**src/rtl/wb_commit_stage.sv**
```systemverilog
// Writeback/commit stage: a 2-entry in-order FIFO between the memory stage and
// the register file. Write enables are sanitised at capture (bubbles, x0
// destinations, duplicate destinations within a bundle).
// Optional feature: define WB_COMMIT_TRACE_EN to add the commit_valid /
// commit_pc / commit_cnt trace outputs.
module wb_commit_stage #(
  parameter int unsigned DW  = 64,
  parameter int unsigned PCW = 64,
  parameter int unsigned NCH = 2
) (
  input  logic                clk,
  input  logic                rst,
  input  logic                flush,
  input  logic                in_valid,
  output logic                in_ready,
  input  logic [PCW-1:0]      in_pc,
  input  logic [NCH-1:0]      in_rd_ena,
  input  logic [NCH*5-1:0]    in_rd_addr,
  input  logic [NCH*DW-1:0]   in_rd_data,
  output logic                wb_valid,
  input  logic                wb_ready,
  output logic [PCW-1:0]      wb_pc,
  output logic [NCH-1:0]      wb_rd_ena,
  output logic [NCH*5-1:0]    wb_rd_addr,
  output logic [NCH*DW-1:0]   wb_rd_data
`ifdef WB_COMMIT_TRACE_EN
  ,
  output logic                commit_valid,
  output logic [PCW-1:0]      commit_pc,
  output logic [63:0]         commit_cnt
`endif
);

  typedef enum logic [1:0] {StEmpty, StOne, StFull} state_e;

  state_e             state_q, state_d;
  logic               wr_ptr_q, wr_ptr_d;
  logic               rd_ptr_q, rd_ptr_d;
  logic               in_ready_q, in_ready_d;

  logic [PCW-1:0]     pc_q   [2];
  logic [PCW-1:0]     pc_d   [2];
  logic [NCH-1:0]     ena_q  [2];
  logic [NCH-1:0]     ena_d  [2];
  logic [NCH*5-1:0]   addr_q [2];
  logic [NCH*5-1:0]   addr_d [2];
  logic [NCH*DW-1:0]  data_q [2];
  logic [NCH*DW-1:0]  data_d [2];

  logic               accept, pop, push, pop_eff;
  logic [NCH-1:0]     cap_ena;

  assign accept  = in_valid & in_ready_q;
  assign pop     = wb_valid & wb_ready;
  // Flush wins over both accept and pop.
  assign push    = accept & ~flush;
  assign pop_eff = pop & ~flush;

  // Sanitise enables: bubbles and x0 writes dropped, highest channel wins a duplicate.
  always_comb begin
    cap_ena = '0;
    for (int i = 0; i < NCH; i++) begin
      cap_ena[i] = in_rd_ena[i] && (in_rd_addr[5*i +: 5] != 5'd0) && (in_pc != '0);
      for (int j = i + 1; j < NCH; j++) begin
        if (in_rd_ena[j] && (in_rd_addr[5*j +: 5] == in_rd_addr[5*i +: 5])) begin
          cap_ena[i] = 1'b0;
        end
      end
    end
  end

  // Occupancy state, pointers and registered ready.
  always_comb begin
    state_d  = state_q;
    wr_ptr_d = wr_ptr_q;
    rd_ptr_d = rd_ptr_q;
    if (flush) begin
      state_d  = StEmpty;
      wr_ptr_d = 1'b0;
      rd_ptr_d = 1'b0;
    end else begin
      if (push)    wr_ptr_d = ~wr_ptr_q;
      if (pop_eff) rd_ptr_d = ~rd_ptr_q;
      unique case (state_q)
        StEmpty: if (push) state_d = StOne;
        StOne: begin
          if (push && !pop_eff)      state_d = StFull;
          else if (pop_eff && !push) state_d = StEmpty;
        end
        StFull:  if (pop_eff) state_d = StOne;
        default: state_d = StEmpty;
      endcase
    end
    in_ready_d = (state_d != StFull);
  end

  // Entry storage: written only on a non-flushed accept.
  always_comb begin
    pc_d   = pc_q;
    ena_d  = ena_q;
    addr_d = addr_q;
    data_d = data_q;
    if (push) begin
      pc_d[wr_ptr_q]   = in_pc;
      ena_d[wr_ptr_q]  = cap_ena;
      addr_d[wr_ptr_q] = in_rd_addr;
      data_d[wr_ptr_q] = in_rd_data;
    end
  end

  // State and storage registers.
  always_ff @(posedge clk or negedge rst) begin
    if (!rst) begin
      state_q    <= StEmpty;
      wr_ptr_q   <= 1'b0;
      rd_ptr_q   <= 1'b0;
      in_ready_q <= 1'b0;
      for (int k = 0; k < 2; k++) begin
        pc_q[k]   <= '0;
        ena_q[k]  <= '0;
        addr_q[k] <= '0;
        data_q[k] <= '0;
      end
    end else begin
      state_q    <= state_d;
      wr_ptr_q   <= wr_ptr_d;
      rd_ptr_q   <= rd_ptr_d;
      in_ready_q <= in_ready_d;
      pc_q       <= pc_d;
      ena_q      <= ena_d;
      addr_q     <= addr_d;
      data_q     <= data_d;
    end
  end

  // Head entry drives the regfile port; enables gated when nothing is held.
  always_comb begin
    in_ready   = in_ready_q;
    wb_valid   = (state_q != StEmpty);
    wb_pc      = pc_q[rd_ptr_q];
    wb_rd_ena  = wb_valid ? ena_q[rd_ptr_q] : '0;
    wb_rd_addr = addr_q[rd_ptr_q];
    wb_rd_data = data_q[rd_ptr_q];
  end

`ifdef WB_COMMIT_TRACE_EN
  logic           commit_valid_q, commit_valid_d;
  logic [PCW-1:0] commit_pc_q, commit_pc_d;
  logic [63:0]    commit_cnt_q, commit_cnt_d;

  // Trace: one pulse per popped non-bubble bundle.
  always_comb begin
    commit_valid_d = pop_eff && (wb_pc != '0);
    commit_pc_d    = commit_valid_d ? wb_pc : commit_pc_q;
    commit_cnt_d   = commit_cnt_q + {63'd0, commit_valid_d};
  end

  // Trace registers.
  always_ff @(posedge clk or negedge rst) begin
    if (!rst) begin
      commit_valid_q <= 1'b0;
      commit_pc_q    <= '0;
      commit_cnt_q   <= '0;
    end else begin
      commit_valid_q <= commit_valid_d;
      commit_pc_q    <= commit_pc_d;
      commit_cnt_q   <= commit_cnt_d;
    end
  end

  assign commit_valid = commit_valid_q;
  assign commit_pc    = commit_pc_q;
  assign commit_cnt   = commit_cnt_q;
`endif

endmodule

```
**config.mk**
```make
export PLATFORM = sky130hd
export DESIGN_NAME = wb_commit_stage
export DESIGN_NICKNAME = d
export VERILOG_FILES = /design/src/rtl/wb_commit_stage.sv
export SDC_FILE = /design/constraint.sdc
export NUM_CORES = 1
export LEC_CHECK = 0
export ABC_CLOCK_PERIOD_IN_PS = 2200
export BUFFER_PORTS_ARGS = -buffer_cell sky130_fd_sc_hd__clkbuf_2
export CAP_MARGIN = 20
export CORE_MARGIN = 8
export CORE_UTILIZATION = 54
export DETAILED_ROUTE_END_ITERATION = 12
export HOLD_SLACK_MARGIN = 0.08
export PLACE_DENSITY_LB_ADDON = 0.2
export SETUP_SLACK_MARGIN = 0.02
export SLEW_MARGIN = 20
export SYNTH_ARGS = -nofsm -noshare
export SYNTH_HDL_FRONTEND = slang
export SYNTH_SLANG_ARGS = --single-unit
```
**constraint.sdc**
```tcl
create_clock -name clk -period 2.2 [get_ports clk]
set_input_delay 0.44 -clock clk [delete_from_list [all_inputs] [get_ports clk]]
set_output_delay 0.44 -clock clk [all_outputs]
set_load 0.02 [all_outputs]
```
Word level (Yosys, flattened, before mapping)
Cells that the tools add are included.
{"block": "op_classes", "magnitude_cmp": 3, "eq_ne": 4, "muxes": 36, "n_bitwise": 9, "reduce_logical": 17}
{"operator": "$mux 128", "n": 4}
{"operator": "$bwmux 256", "n": 1}
{"operator": "$mux 64", "n": 4}
{"operator": "$bwmux 128", "n": 1}
{"operator": "$demux 128 s1", "n": 1}
{"operator": "$demux 64 s1", "n": 1}
{"operator": "$reduce_bool 64->1", "n": 1}
{"operator": "$mux 10", "n": 4}
{"operator": "$bwmux 20", "n": 1}
{"operator": "$mux 2", "n": 10}
{"operator": "$demux 10 s1", "n": 1}
{"operator": "$reduce_bool 5->1", "n": 2}
{"operator": "$logic_and 1x1->1", "n": 8}
{"operator": "$pmux 2 s3", "n": 1}
{"operator": "$reduce_bool 2->1", "n": 3}
{"operator": "$eq 5x5->1", "n": 1}
{"operator": "$mux 1", "n": 5}
{"operator": "$and 1x1->1", "n": 4}
{"operator": "$bwmux 4", "n": 1}
{"operator": "$ge 2x2->1 const B", "n": 2}
{"operator": "$not 1->2", "n": 2}
{"operator": "$not 1->1", "n": 3}
{"operator": "$demux 2 s1", "n": 1}
{"operator": "$eq 2x1->1 const B", "n": 1}
{"operator": "5 further kinds", "n": 6}
{"block": "totals", "reg_bits": 413, "in_bits": 209, "output_inout_bits": 206, "wordCells": 81}

Depth between registers and ports, before layout
Gate-level depths: netlist (run 1).
{"block": "logic_depth", "word_depth": 9, "mapped_depth": 7, "mapped_depth_nobuf": 4}

Least setup slack after synthesis (run 1)
No wires, ideal clock.
{"block": "synth_path", "path_kind": "flip-flop to output port", "start": "register rd_ptr_q", "end": "output port wb_pc[11]", "arrival_time_ns": 1.365, "required_time_ns": 1.760, "slack_ns": 0.395, "stages_incl_launch_ff": 5, "path_buffers": 3, "cell_sequence": "dfrtp_1 -> clkbuf_1 -> clkbuf_1 -> buf_2 -> mux2_2"}
{"block": "synth_between", "elab_chain_cells": 4}
{"element": "from (decl)", "line_no": "38", "rtl": "logic rd_ptr_q, rd_ptr_d;"}
{"element": "from (signal assigned)", "line_no": "127", "rtl": "rd_ptr_q <= rd_ptr_d;"}
{"element": "$not 1->2 (not written as such)", "line_no": "140", "rtl": "wb_pc = pc_q[rd_ptr_q];"}
{"element": "$mux 64 (not written as such) (3 in a row)", "line_no": "140"}
{"element": "to (decl)", "line_no": "22", "rtl": "output logic [PCW-1:0] wb_pc,"}
Every way passes these cells. The select of a mux whose other input is x is not followed.

Worst setup path in the final report (run 1)
{"block": "layout_path", "start": "register rd_ptr_q", "end": "output port wb_rd_data[71]"}
{"block": "layout_between", "elab_chain_cells": 4}
{"element": "$not 1->2 (not written as such)", "line_no": "143", "rtl": "wb_rd_data = data_q[rd_ptr_q];"}
{"element": "$mux 128 (not written as such) (3 in a row)", "line_no": "143"}
{"element": "to (decl)", "line_no": "25", "rtl": "output logic [NCH*DW-1:0] wb_rd_data"}
Every way passes these cells. The select of a mux whose other input is x is not followed.

==> reports/qor.yml, run 1 <==
slew_violations: 0
crit_family: "buffers and inverters"
synth.top_cell.area_share_pct: 57.23
fin_skew_ps: 8.231
synth_area_um2: 18060
pwr-share-clk_pct: 29.6
slowest_stage: "dfrtp_4"
power.total_mw: 25.61
grt_pass1_vias: 14210
fp-row-count: 67
hpwlAfterDp_um: 34970
start_util_pct: 54.39
final-setup-viol-count: 202
ys_seq_area_share_pct: 57.23
clock_path_buffers: 3
maxCapViolations: 0
ant_nets: 0
crit_required_ps: 1760
synth_cells: 1578
cts_root_buffer: "clkbuf_16"
dieWidth_um: 198.9
powerDensity_nw_per_um2: 1077
numCtsBuffers: 45
fin_crit_sh_pct: 107.7
grt_use_total_pct: 24.88
drive_gt1_share_pct: 47.15
vias: 13340
layout.cells.non_filler: 2510
synth.largest_area_cell: "dfrtp_1"
swShare_pct: 29.94
finalWeightedCongestion: 0.8386
clk_pin_slew_ps: 60
synth_ff_type: "dfrtp_1"
holdPathEnd: "data_q[204]"
drtIter0Drc: 613
dpl_cell_area_um2: 20930
final.setup.worst_slack_ps: -169.2
timing.rr.end: "data_q[142]"
final_area_um2: 23770
nNetsFinal: 2233
max_freq_ghz: 0.4221
status: "complete, but fails checks"
clk_latency_ps: 530
die_y_um: 198.9
maxSlewHeadroom_pct: 59.25
synth_area_per_cell_um2: 11.44
cp-start-kind: "flop"
fin_util_pct: 71.61
critPathKind: "flop to output pin"
critical_path_buf_inv_count: 3
grt_overflow: 0
rsz0062_at_grt: "true"
dr.pass1.iters: 5
drc_errors: 0
synth-async-reset-ratio_pct: 100.0
cpPeakStageDelay_ps: 510
cp.arrival_ps: 1930
synth-seq-cells: 413
min_path_cells: 3
hold_start: "in_rd_data[76]"
avgRoutedWirePerCell_um: 21.03
ys_warn_count: 0
synth_area_leaders: "dfrtp_1 57%, mux2_2 25%, nand2_1 13%"
grt_pass1_wl_um: 77590
cts_tree: "yes"
combPwrFrac_pct: 28.8
holdWs_ps: 116.2
vias_per_cell: 5.316
peakVddDrop_uv: 816.2
htreeDepth: 2
synth_edf_count: 0
ios: 415
die_area_um2: 39550
dp.cells: 2398
power.switching_mw: 7.667
report.final.hold_viol_count: 0
synth_nets: 1787
worstPathMaxFanout: 13
antenna_found_initial: 7
crit_chain: "buf_6, clkbuf_16, mux2_2, clkbuf_2"
grt_max_degree: 85
area_delta_synth_final_pct: 31.65
power_frac_seq_pct: 41.6
numPortBuffers: 414
wirelength_um: 52780
min_period_ps: 2369
cts.sinks: 413
r2r_setup_slack_ps: 400
hold_class: "primary input to flop"
p_int_mw: 17.94
reg2reg_from: "in_ready"
core_um2: 33200
tightest_slew_ps: 605.6
yosysUniqueCellTypes: 28
failed_checks: "negative setup slack"
p_leak_nw: 12.05
reg2regPathDepth: 5
endpoint_kind: "output pin"
## cell usage after synthesis (2+ instances only)
library cell and count:
buf_4 11, mux2_2 404, xnor2_1 2, clkbuf_1 13, o21ai_0 3, nor2_1 6
nand2_1 611, xor2_1 6, dfrtp_1 413, buf_1 2, inv_1 3, nor4_1 17
buf_2 63, o31ai_1 2, or4_1 2, buf_6 2, mux2i_1 2, nand4_1 4
nand4b_1 2, nand2b_1 2
## repair_timing
action / 4_1_cts / 5_1_grt
hold buffers: 1 / 0
endpoints found under the hold margin: 39 / 0
gates cloned: 3 / 13
endpoints found under the setup margin: 201 / 204
gates resized for setup: 25 / 382
setup buffers: 6 / 4
## flip-flops by register name (all words and copies together), names as in the netlist
register and cells:
in_ready 1, addr_q 20, data_q 256, ena_q 4, rd_ptr_q 1, pc_q 128
wr_ptr_q 1, state_q 2
## area by class of cell
type                       count  area (µm²)
sequential                   413       10340
multi-input combinational   1071        7452
antenna                        7       17.52
tap                          448       560.5
timing repair buffer         490        3904
clock buffer                  65        1321
inverter                       3       11.26
clock inverter                13       167.7
fill                        2379        9424
## worst register-to-register path, delay by kind of cell (launching register included)
family | cells | cell delay, ps
and+or+nand+nor | 4 | 980
DFF | 1 | 410
buffers and inverters | 1 | 290
## how the worst max path moves through the flow
stage / from / to / cells past startpoint
floorplan: rd_ptr_q / wb_pc[11] / 4
global placement: in_pc[42] / ena_q[2] / 6
detailed placement: in_pc[46] / ena_q[2] / 6
CTS: rd_ptr_q / wb_rd_data[48] / 3
global route: rd_ptr_q / wb_rd_data[51] / 4
finish: rd_ptr_q / wb_rd_data[71] / 4
## layout by cell type, fill, tap and decap left out, types with 7 or more instances in the layout
cell type  instances
clkinv_2           8
clkbuf_2         273
buf_6             78
buf_2             39
mux2_2           352
clkbuf_8          14
dfrtp_1          412
diode_2            7
clkbuf_1           8
buf_8              8
buf_12            29
buf_4             45
mux2_4            52
nor4_1            17
clkbuf_16         55
nand2_1          611
## power groups by stage
stage	logic, mW	clock network, mW	registers, mW
floorplan	4.41	0	10.4
global placement	6.22	0	10.6
finish	7.37	7.57	10.7
CTS	6.56	7.69	10.6
global route	7.89	7.95	10.9
detailed placement	6.39	0	10.7
## kinds of logic (layout without fill, tap and decap cells)
group                  count (synthesis)  after routing  share of synthesized area [%]
XOR/XNOR                               8              8                         0.3880
buffers and inverters                 94            571                          2.702
AO/OA/AOI/OAI                          9              9                         0.4019
flip-flops                           413            413                          57.23
AND/OR/NAND/NOR                      648            648                          13.97
multiplexers                         406            406                          25.30
other                                  0              7                              0
## metal layers
metal	GRT usage (%)	share of wire [%]	vias up
li1	-	-	6136
met1	31.52	41	6658
met2	40.30	48	414
met3	6.446	7.4	129
met4	10.40	4.2	6
met5	0	0.068	-
## per-stage QoR
step                setup TNS (ps)  worst slack (ps)
global placement                 0             145.3
CTS                         -28100            -185.4
floorplan                        0             394.7
finish                      -25480            -169.2
detailed placement               0             193.2
global route                -35890            -221.7
(Power assumes the default switching activity.)
==> run 2, diff against run 1 <==
PLACE_DENSITY = 0.82   (was not set)
PLACE_DENSITY_LB_ADDON = not set   (was 0.2)
==> reports/qor.yml, run 2 (synthesis gave the netlist of run 1 again) <==
power_frac_seq_pct: 43.5  # +1.9 points
vias: 13460  # +0.84%
tightest_slew_ps: 598.7  # -6.877 ps
ios: 415  # unchanged
slew_violations: 0  # unchanged
dpl_cell_area_um2: 20810  # -0.60%
dr.pass1.iters: 4  # -1
drtIter0Drc: 758  # +24%
cp-start-kind: "flop"
critPathKind: "flop to output pin"
grt_pass1_vias: 14600  # +2.8%
powerDensity_nw_per_um2: 1073  # -0.35%
layout.cells.non_filler: 2481  # -1.2%
cts_root_buffer: "clkbuf_16"
pwr-share-clk_pct: 28.4  # -1.2 points
top_regs: "data_q (256), pc_q (128), addr_q (20)"
antenna_found_initial: 4  # -3
core_um2: 33200  # unchanged
avgRoutedWirePerCell_um: 20.80  # -1.1%
numCtsBuffers: 43  # -4.4%
htreeDepth: 2  # unchanged
final.setup.worst_slack_ps: -188.1  # -18.90 ps
top_register: "data_q"
largest_reg_flops: 256  # unchanged
endpoint_kind: "output pin"
power.switching_mw: 7.516  # -2.0%
numPortBuffers: 414  # unchanged
area_delta_synth_final_pct: 26.42
failed_checks: "negative setup slack"
final_cell_mix: "611 x nand2_1, 412 x dfrtp_1, 385 x mux2_2"
die_area_um2: 39550  # unchanged
combPwrFrac_pct: 28.1  # -0.7 points
status: "complete, but fails checks"
nNetsFinal: 2207  # -1.2%
maxSlewHeadroom_pct: 59.72  # +0.46 points
dp.cells: 2393  # -0.21%
rsz0062_at_grt: "true"
min_period_ps: 2388  # +18.90 ps
n_fill_cell: 2299  # -3.4%
p_leak_nw: 11.62  # -3.6%
fin_util_pct: 68.77  # -2.8 points
final_common_cell: "nand2_1"
drive_gt1_share_pct: 46.28  # -0.88 points
max_freq_ghz: 0.4187  # -0.79%
crit_required_ps: 1760  # about the same
start_util_pct: 54.39  # unchanged
maxCapViolations: 0  # unchanged
final-setup-viol-count: 204  # +0.99%
clk_pin_slew_ps: 60  # about the same
hpwlAfterDp_um: 35380  # +1.2%
wirelength_um: 51590  # -2.3%
tns_ps: -23480  # +1994 ps
fin_crit_sh_pct: 108.5  # +0.86 points
grt_max_degree: 95  # +12%
multi_input_area_um2: 7316  # -1.8%
ant_nets: 0  # unchanged
holdWs_ps: 122.0  # +5.757 ps
peakVddDrop_uv: 858.1  # +5.1%
hold_class: "primary input to flop"
worstPathMaxFanout: 21  # +8
grt_use_total_pct: 25.36  # +0.48 points
final_area_um2: 22830  # -4.0%
cts_tree: "yes"
register_area_um2: 10340  # unchanged
dieWidth_um: 198.9  # unchanged
vias_per_cell: 5.423  # +2.0%
preCtsSetupSlack_ps: 8.962  # -184.3 ps
finalWeightedCongestion: 0.9018  # +7.5%
clock_path_buffers: 3  # unchanged
cp.arrival_ps: 1950  # +20 ps
p_int_mw: 16.99  # -5.3%
fp-row-count: 67  # unchanged
cts.sinks: 413  # unchanged
drc_errors: 0  # unchanged
swShare_pct: 30.67  # +0.73 points
fin_skew_ps: 9.345  # +1.114 ps
report.final.hold_viol_count: 0  # unchanged
grt_pass1_wl_um: 79130  # +2.0%
clk_latency_ps: 530  # about the same
power.total_mw: 24.50  # -4.3%
grt_overflow: 0  # unchanged
die_y_um: 198.9  # unchanged
-- run 2: power by group through the flow --
stage	registers, mW	clock network, mW	logic, mW
after floorplan	10.4	0	4.41
after global placement	10.5	0	6.18
after detailed placement	10.7	0	6.39
after CTS	10.6	7.11	6.62
after global routing	10.9	7.39	7.38
final	10.7	6.96	6.88
-- run 2: worst paths after layout --
check	startpoint	to	slack [ps]	cells past startpoint
min reg2reg	pc_q[127]	pc_q[127]	470	2
min in group asynchronous	rst	data_q[60]	480	2
max reg2reg	in_ready	data_q[219]	480	5
min	in_rd_data[3]	data_q[131]	120	3
max in group asynchronous	rst	data_q[121]	950	3
max	rd_ptr_q	wb_pc[29]	-190	4
-- run 2: metal layers --
| metal | wire length (µm) | GRT usage [%] | up-vias |
|---|---|---|---|
| li1 | - | - | 6080 |
| met1 | 19720 | 30.73 | 6738 |
| met2 | 25470 | 42.77 | 502 |
| met3 | 4138 | 6.310 | 135 |
| met4 | 2263 | 10.84 | 0 |
| met5 | 0 | 0 | - |
-- run 2: area by class of cell --
type | count | share of cell area [%]
flip-flops and latches | 413 | 45.29
multi-input cells | 1071 | 32.05
repair buffers | 466 | 14.13
clock buffers | 66 | 5.760
well taps | 448 | 2.455
clock inverters | 8 | 0.2028
diodes | 6 | 0.06577
inverters | 3 | 0.04933
-- run 2: what timing repair did --
action                                  CTS  global route
endpoints found under the hold margin    43             0
hold buffers                              1             0
gates resized for setup                  40           148
endpoints found under the setup margin  204           204
buffers inserted                          1             0
gates cloned                              3             3
-- run 2: critical path, stage by stage, from the launching register on --
cell	delay [ps]
dfrtp_4	500
buf_12	180
buf_12	190
mux2_2	360
clkbuf_2	180
==> run 3, diff against run 2 <==
GPL_TIMING_DRIVEN = 0   (was not set)
==> reports/qor.yml, run 3 (synthesis gave the netlist of run 1 again) <==
status: "complete, but fails checks"
failed_checks: "negative setup slack"
core_um2: 33200  # unchanged
avgRoutedWirePerCell_um: 21.31  # +2.5%
fin_skew_ps: 10.18  # +0.8345 ps
layout.cells.non_filler: 2533  # +2.1%
drc_errors: 0  # unchanged
min_path_cells: 3  # unchanged
finalWeightedCongestion: 0.9048  # +0.33%
rsz0062_at_grt: "true"
top_regs: "data_q (256), pc_q (128), addr_q (20)"
vias: 13690  # +1.7%
fin_crit_sh_pct: 107.2  # -1.3 points
dpl_cell_area_um2: 20810  # about the same
max_freq_ghz: 0.4239  # +1.2%
wirelength_um: 53970  # +4.6%
die_y_um: 198.9  # unchanged
tns_ps: -22060  # +1422 ps
cpPeakStageDelay_ps: 380  # -120 ps
final_common_cell: "nand2_1"
top_register: "data_q"
grt_pass1_wl_um: 81990  # +3.6%
slew_violations: 0  # unchanged
r2r_setup_slack_ps: 140  # -340 ps
grt_pass1_vias: 14620  # +0.11%
grt_overflow: 0  # unchanged
drtIter0Drc: 713  # -5.9%
numPortBuffers: 414  # unchanged
numCtsBuffers: 44  # +2.3%
final.setup.worst_slack_ps: -158.9  # +29.20 ps
antenna_found_initial: 4  # unchanged
fp-row-count: 67  # unchanged
hold_start: "in_rd_data[124]"
grt_max_degree: 97  # +2.1%
holdPathEnd: "data_q[252]"
drive_gt1_share_pct: 47.12  # +0.84 points
cp.arrival_ps: 1920  # -30 ps
reg2reg_from: "wr_ptr_q"
largest_reg_flops: 256  # unchanged
critPathKind: "flop to output pin"
ios: 415  # unchanged
maxSlewHeadroom_pct: 41.19  # -19 points
slowest_stage: "dfrtp_2"
report.final.hold_viol_count: 0  # unchanged
crit_required_ps: 1760  # about the same
dieWidth_um: 198.9  # unchanged
reg2regPathDepth: 5  # unchanged
powerDensity_nw_per_um2: 1088  # +1.3%
preCtsSetupSlack_ps: -477.7  # -486.6 ps
die_area_um2: 39550  # unchanged
dr.pass1.iters: 5  # +1
hold_class: "primary input to flop"
crit_chain: "buf_12, clkbuf_16, buf_12, mux2_2, clkbuf_4"
tightest_slew_ps: 874.2  # +275.4 ps
start_util_pct: 54.39  # unchanged
hpwlAfterDp_um: 38610  # +9.1%
nNetsFinal: 2256  # +2.2%
htreeDepth: 2  # unchanged
cts_tree: "yes"
cp-start-kind: "flop"
worstPathMaxFanout: 10  # -52%
cts.sinks: 413  # unchanged
final_cell_mix: "611 x nand2_1, 412 x dfrtp_1, 400 x mux2_2"
vias_per_cell: 5.403  # -0.38%
cts_root_buffer: "clkbuf_16"
min_period_ps: 2359  # -29.20 ps
crit_top_cell: "buf_12"
p_leak_nw: 11.73  # +0.99%
grt_use_total_pct: 26.56  # +1.2 points
endpoint_kind: "output pin"
final-setup-viol-count: 202  # -0.98%
ant_nets: 0  # unchanged
clk_latency_ps: 540  # about the same
maxCapViolations: 0  # unchanged
dp.cells: 2444  # +2.1%
peakVddDrop_uv: 980.2  # +14%
clock_path_buffers: 3  # unchanged
clk_pin_slew_ps: 60  # about the same
area_delta_synth_final_pct: 27.46
final_area_um2: 23020  # +0.82%
timing.rr.end: "pc_q[17]"
-- run 3: how the worst max path moves through the flow --
stage              from               to  slack (ps)  cells past startpoint
2_1_floorplan  rd_ptr_q        wb_pc[11]         390                      4
3_3_place_gp        rst      data_q[109]       -8050                      1
3_5_place_dp   rd_ptr_q  wb_rd_data[123]        -480                      5
4_1_cts        rd_ptr_q        wb_pc[41]        -160                      5
5_1_grt        rd_ptr_q        wb_pc[41]        -210                      5
6_report       rd_ptr_q        wb_pc[41]        -160                      5
-- run 3: layout make-up --
type | instances | area, µm²
multi-input combinational | 1071 | 7249
antenna | 5 | 12.51
tap | 448 | 560.5
inverter | 3 | 11.26
sequential | 413 | 10340
buffer | 90 | 763.2
clock buffer | 66 | 1294
timing repair buffer | 424 | 2604
fill | 2306 | 10180
clock inverter | 13 | 185.2
-- run 3: where the power goes --
part           total, mW  leakage, nW  internal, mW  switching [mW]
logic               6.89         5.97          3.27            3.63
registers           10.6         5.04          9.61            1.02
clock network       7.51        0.722          4.53            2.98
total               25.0         11.7          17.4            7.62
-- run 3: metrics by stage --
step           total power, mW  utilization (%)  hold slack, ps
2_1_floorplan            14.76                -           144.4
3_3_place_gp             16.70            62.32           452.8
3_5_place_dp             17.09            62.68           458.4
4_1_cts                  24.92            68.60           91.08
5_1_grt                  26.17            69.32           90.18
6_report                 25.03            69.33           109.6
-- run 3: per-layer routing --
metal | up-vias | global-route usage [%] | wire length (µm)
met5 | - | 0 | 0
met4 | 0 | 10.71 | 2306
met3 | 136 | 7.461 | 4468
met2 | 542 | 44.87 | 26410
met1 | 6827 | 31.84 | 20780
li1 | 6180 | - | -
-- run 3: what timing repair did --
item                       4_1_cts  5_1_grt
setup endpoints to repair      204      204
resized for setup              113      182
hold buffers                     1        0
gates cloned                     1        0
buffers inserted                 3        1
hold endpoints to repair        69        0
-- run 3: critical path: cells and delay by family, from the launching register on --
family / cells / cell delay (ps)
buffers and inverters: 4 / 630
multiplexers: 1 / 360
flip-flops: 1 / 380
